--- config.mk ---
export PLATFORM = sky130hd
export DESIGN_NAME = sram_arbiter
export DESIGN_NICKNAME = d
export VERILOG_FILES = /design/src/rtl/sram_arbiter.sv
export SDC_FILE = /design/constraint.sdc
export NUM_CORES = 1
export LEC_CHECK = 0
export CORE_MARGIN = 5
export CORE_UTILIZATION = 41
export DETAILED_ROUTE_END_ITERATION = 8
export HOLD_SLACK_MARGIN = 0.03
export PLACE_DENSITY = 0.8
export SYNTH_ARGS = -nofsm -noshare
export SYNTH_HDL_FRONTEND = slang
export SYNTH_SLANG_ARGS = --single-unit
--- constraint.sdc ---
create_clock -name Clk -period 2.1 [get_ports Clk]
set_input_delay 0.315 -clock Clk [delete_from_list [all_inputs] [get_ports Clk]]
set_output_delay 0.315 -clock Clk [all_outputs]
set_load 0.05 [all_outputs]
--- src/rtl/sram_arbiter.sv ---
// sram_arbiter: round-robin two-master arbiter and access sequencer for a shared async SRAM
module sram_arbiter #(
  parameter int ADDR_W   = 20,
  parameter int DATA_W   = 16,
  parameter int WAIT_CYC = 2
) (
  input  logic              Clk,
  input  logic              Reset,
  input  logic              cpu_req,
  input  logic              cpu_we,
  input  logic [ADDR_W-1:0] cpu_addr,
  input  logic [DATA_W-1:0] cpu_wdata,
  output logic [DATA_W-1:0] cpu_rdata,
  output logic              cpu_ack,
  input  logic              dma_req,
  input  logic              dma_we,
  input  logic [ADDR_W-1:0] dma_addr,
  input  logic [DATA_W-1:0] dma_wdata,
  output logic [DATA_W-1:0] dma_rdata,
  output logic              dma_ack,
  output logic [ADDR_W-1:0] sram_addr,
  output logic [DATA_W-1:0] sram_dq_out,
  output logic              sram_dq_oe,
  input  logic [DATA_W-1:0] sram_dq_in,
  output logic              Mem_CE,
  output logic              Mem_UB,
  output logic              Mem_LB,
  output logic              Mem_OE,
  output logic              Mem_WE
);
  typedef enum logic [1:0] {IDLE, ACCESS, DONE} state_t;
  state_t state, state_nxt;
  logic last_grant, gnt, is_write, pick, start;
  logic [3:0] cnt;
  assign start  = state == IDLE && (cpu_req || dma_req);
  assign pick   = (cpu_req && dma_req) ? ~last_grant : dma_req;
  assign Mem_CE = 1'b0;
  assign Mem_UB = 1'b0;
  assign Mem_LB = 1'b0;
  // state register; reset aborts any access in flight
  always_ff @(posedge Clk)
    state <= Reset ? IDLE : state_nxt;
  // next state and strobes; DQ keeps driving through DONE so write data outlasts WE
  always_comb begin
    state_nxt  = state;
    Mem_OE     = 1'b1;
    Mem_WE     = 1'b1;
    sram_dq_oe = 1'b0;
    cpu_ack    = 1'b0;
    dma_ack    = 1'b0;
    if (start) state_nxt = ACCESS;
    if (state == ACCESS) begin
      Mem_OE     = is_write;
      Mem_WE     = ~is_write;
      sram_dq_oe = is_write;
      state_nxt  = (cnt == '0) ? DONE : ACCESS;
    end
    if (state == DONE) begin
      sram_dq_oe = is_write;
      cpu_ack    = ~gnt;
      dma_ack    = gnt;
      state_nxt  = IDLE;
    end
  end
  // grant latch, wait counter and read-data capture on the last ACCESS edge
  always_ff @(posedge Clk) begin
    if (Reset) begin
      last_grant  <= 1'b1;
      gnt         <= 1'b0;
      is_write    <= 1'b0;
      cnt         <= '0;
      sram_addr   <= '0;
      sram_dq_out <= '0;
      cpu_rdata   <= '0;
      dma_rdata   <= '0;
    end else if (start) begin
      gnt         <= pick;
      last_grant  <= pick;
      is_write    <= pick ? dma_we : cpu_we;
      sram_addr   <= pick ? dma_addr : cpu_addr;
      sram_dq_out <= pick ? dma_wdata : cpu_wdata;
      cnt         <= 4'(WAIT_CYC - 1);
    end else if (state == ACCESS) begin
      cnt <= cnt - 1'b1;
      if (cnt == '0 && !is_write && gnt) dma_rdata <= sram_dq_in;
      if (cnt == '0 && !is_write && !gnt) cpu_rdata <= sram_dq_in;
    end
  end
endmodule

==> reports/results.ini <==
[status]
status = completed

[power]
switching_share = 0.4009
power.density_mw_per_mm2 = 903.4
vdd_drop_max_mv = 0.4616
p_leak_nw = 1.913
p_int_mw = 2.929
p_seq_frac = 0.361
power.total_mw = 4.890
p_sw_mw = 1.961
combPwrFrac = 0.414
clock_power_share = 0.225

[grt]
grt_max_degree = 34
grt_pass1_vias = 3725
grt_pass1_wl_um = 18270
grt_overflow = 0
grt_use_total = 0.2175
antenna_found_initial = 0

[final_layout]
fin_util = 0.6555
instances_no_fill = 671
nets = 658
drive_above_1_share = 0.08127
syn_to_final_growth_pct = 54.39
antenna_cells = 0
fin_area_mm2 = 0.005413

[hold_path]
hold_start = cpu_rdata[9]
min_path_type = flip-flop to flip-flop

[timing]
maxSlewViolCount = 0
rsz0062_at_grt = false
hold_viol = 0
finalSetupViolations = 0
max_freq_ghz = 0.5125
period_share = 0.9292
worstMarginPinSlew_ps = 661.4
slew_headroom = 0.5591
tns_ps = 0
clock_skew_ps = 11.80
period_needed_ps = 1951

[critical_path]
critPathSlowestCell = dfxtp_1
path_max_fanout = 10
cp_data_arrival_time_ps = 1640
max_stage_delay_ps = 550
path_cells = nand2b_1 > a21boi_0 > buf_12
reg2reg_from = cnt[0]
critPathTopFamily = flip-flops
cp_num_buf_inv = 1
r2r_slack_ps = 400
required_ps = 1780
worstSetupStartpoint = state[1]
end_kind = primary output
path_class = flip-flop to primary output
startpoint_type = flip-flop

[synth]
syn_avg_cell_area_um2 = 8.327
synth_edf_count = 0
ys_async_sr_fraction = 0
ys_ff_latch = 77
synth_cell_type_count = 38
synth_common_cells = dfxtp_1 (77), nand2_1 (76), a21oi_1 (70), a311oi_1 (37)
yosys.cell_count.top_type = dfxtp_1
yosysSeqAreaShare = 0.4397
synth_area_leader_cell = dfxtp_1
syn_area_mm2 = 0.003506
yosysWarnings = 0
ys.flop_type = dfxtp_1
synth_area_leaders = dfxtp_1 (44%), a21oi_1 (10%), a311oi_1 (9.2%)
netlist.area_leader.share = 0.4397
syn-instance-count = 421

[clocking]
clk_pin_slew_ps = 80
cts_hold_buf = 0
cts_tree = built
h-tree-depth = 3
cts.sinks = 77
worst_skew_pair.late_latency_ps = 340
clk_path_buf_depth = 2
cts-root-buf = clkbuf_8
numCtsBuffers = 9

[die]
rows = 33
coreArea_mm2 = 0.008258
die_area_mm2 = 0.01050
initial_core_util = 0.4245
die_h_um = 102.5
die_w_um = 102.5
num_io_pins = 170

[routing]
ant_nets = 0
routed_wl_um = 11740
initialDrtViolationCount = 190
drc_errors = 0
wl_per_cell_um = 17.49
dr.pass1.iters = 5
vias = 3830
viasPerCell = 5.708

[placement]
port_buffers = 166
dp_cells = 656
place_hpwl_um = 8398
place.gp.congestion = 0.8765
placed_area_mm2 = 0.005220

[run]
cap_violations = 0

[worst min-delay path: stages (launching register included)]
cell and delay (ps):
dfxtp_1 310, o31ai_1 60, a21oi_1 60
[path summary, 6_finish.rpt]
path,end,cells after the start
setup / recovery,sram_dq_oe,3
hold / removal,cpu_rdata[9],2
setup reg to reg,dma_rdata[4],6
hold reg to reg,cpu_rdata[9],2
[power groups by stage]
stage	clock (mW)	combinational [mW]	sequential, mW
final	1.10	2.02	1.77
after global placement	0	1.99	1.79
after CTS	1.12	2.02	1.77
after detailed placement	0	2.02	1.80
after floorplan	0	0.824	2.29
after global routing	1.18	2.16	1.79
[sequential cells by signal (all words and copies together), names as in the netlist]
| name | cells |
|---|---|
| state | 2 |
| cnt | 4 |
| is_write | 1 |
| sram_dq_out | 16 |
| cpu_rdata | 16 |
| dma_rdata | 16 |
| gnt | 1 |
| last_grant | 1 |
| sram_addr | 20 |
[placed cells by master (no fill, tap or decap), types with 2 or more instances in the layout]
| cell | n |
|---|---|
| dfxtp_1 | 77 |
| a311oi_1 | 37 |
| nor2_1 | 6 |
| nand2_1 | 76 |
| o31ai_1 | 32 |
| clkbuf_8 | 10 |
| nand2b_1 | 2 |
| clkinv_2 | 2 |
| nor3_1 | 2 |
| inv_1 | 3 |
| clkdlybuf4s50_1 | 160 |
| nand3b_1 | 2 |
| conb_1 | 3 |
| buf_12 | 4 |
| nor2b_1 | 2 |
| a21oi_1 | 70 |
| ha_1 | 2 |
| nand4_1 | 32 |
| buf_4 | 19 |
| o41ai_1 | 2 |
[final cells by class]
cell class                      instances  area, µm²
Clock buffer                           11      141.4
Clock inverter                          4      48.80
Fill cell                             681       2845
Inverter                                4      17.52
Multi-Input combinational cell        286       1703
Sequential cell                        77       1541
Tap cell                              105      131.4
Timing Repair Buffer                  184       1829
[cells by family (layout without fill, tap and decap cells)]
| logic type | after synthesis | count (layout) | share of synthesized area |
|---|---|---|---|
| xor gates and xnor gates | 1 | 1 | 0.002499 |
| buffers and inverters | 60 | 203 | 0.07852 |
| AOI/OAI and AO/OA | 149 | 149 | 0.2894 |
| other | 1 | 3 | 0.001070 |
| adders and majority gates | 2 | 2 | 0.007137 |
| and+or+nand+nor | 131 | 131 | 0.1817 |
| DFF | 77 | 77 | 0.4397 |
[through the flow]
| stage | setup WS [ps] | hold WS (ps) |
|---|---|---|
| 5_1_grt | 42.06 | 492.1 |
| 4_1_cts | 11.08 | 471.3 |
| 2_1_floorplan | 49.81 | 465.2 |
| 3_3_place_gp | 237.0 | 454.0 |
| 6_report | 148.8 | 466.3 |
| 3_5_place_dp | 167.8 | 460.3 |
[timing repair]
item | in CTS | in global routing
setup endpoints to repair | 0 | 1
setup buffers | 0 | 0
gates resized for setup | 0 | 2
[layer usage]
| metal | vias to the layer above | global-route usage | share of wire |
|---|---|---|---|
| li1 | 1839 | - | - |
| met1 | 1794 | 0.2772 | 0.41 |
| met2 | 183 | 0.3431 | 0.46 |
| met3 | 14 | 0.07713 | 0.12 |
| met4 | 0 | 0.07164 | 0.012 |
| met5 | - | 0 | 0 |
Power figures use the tool's default switching activity.
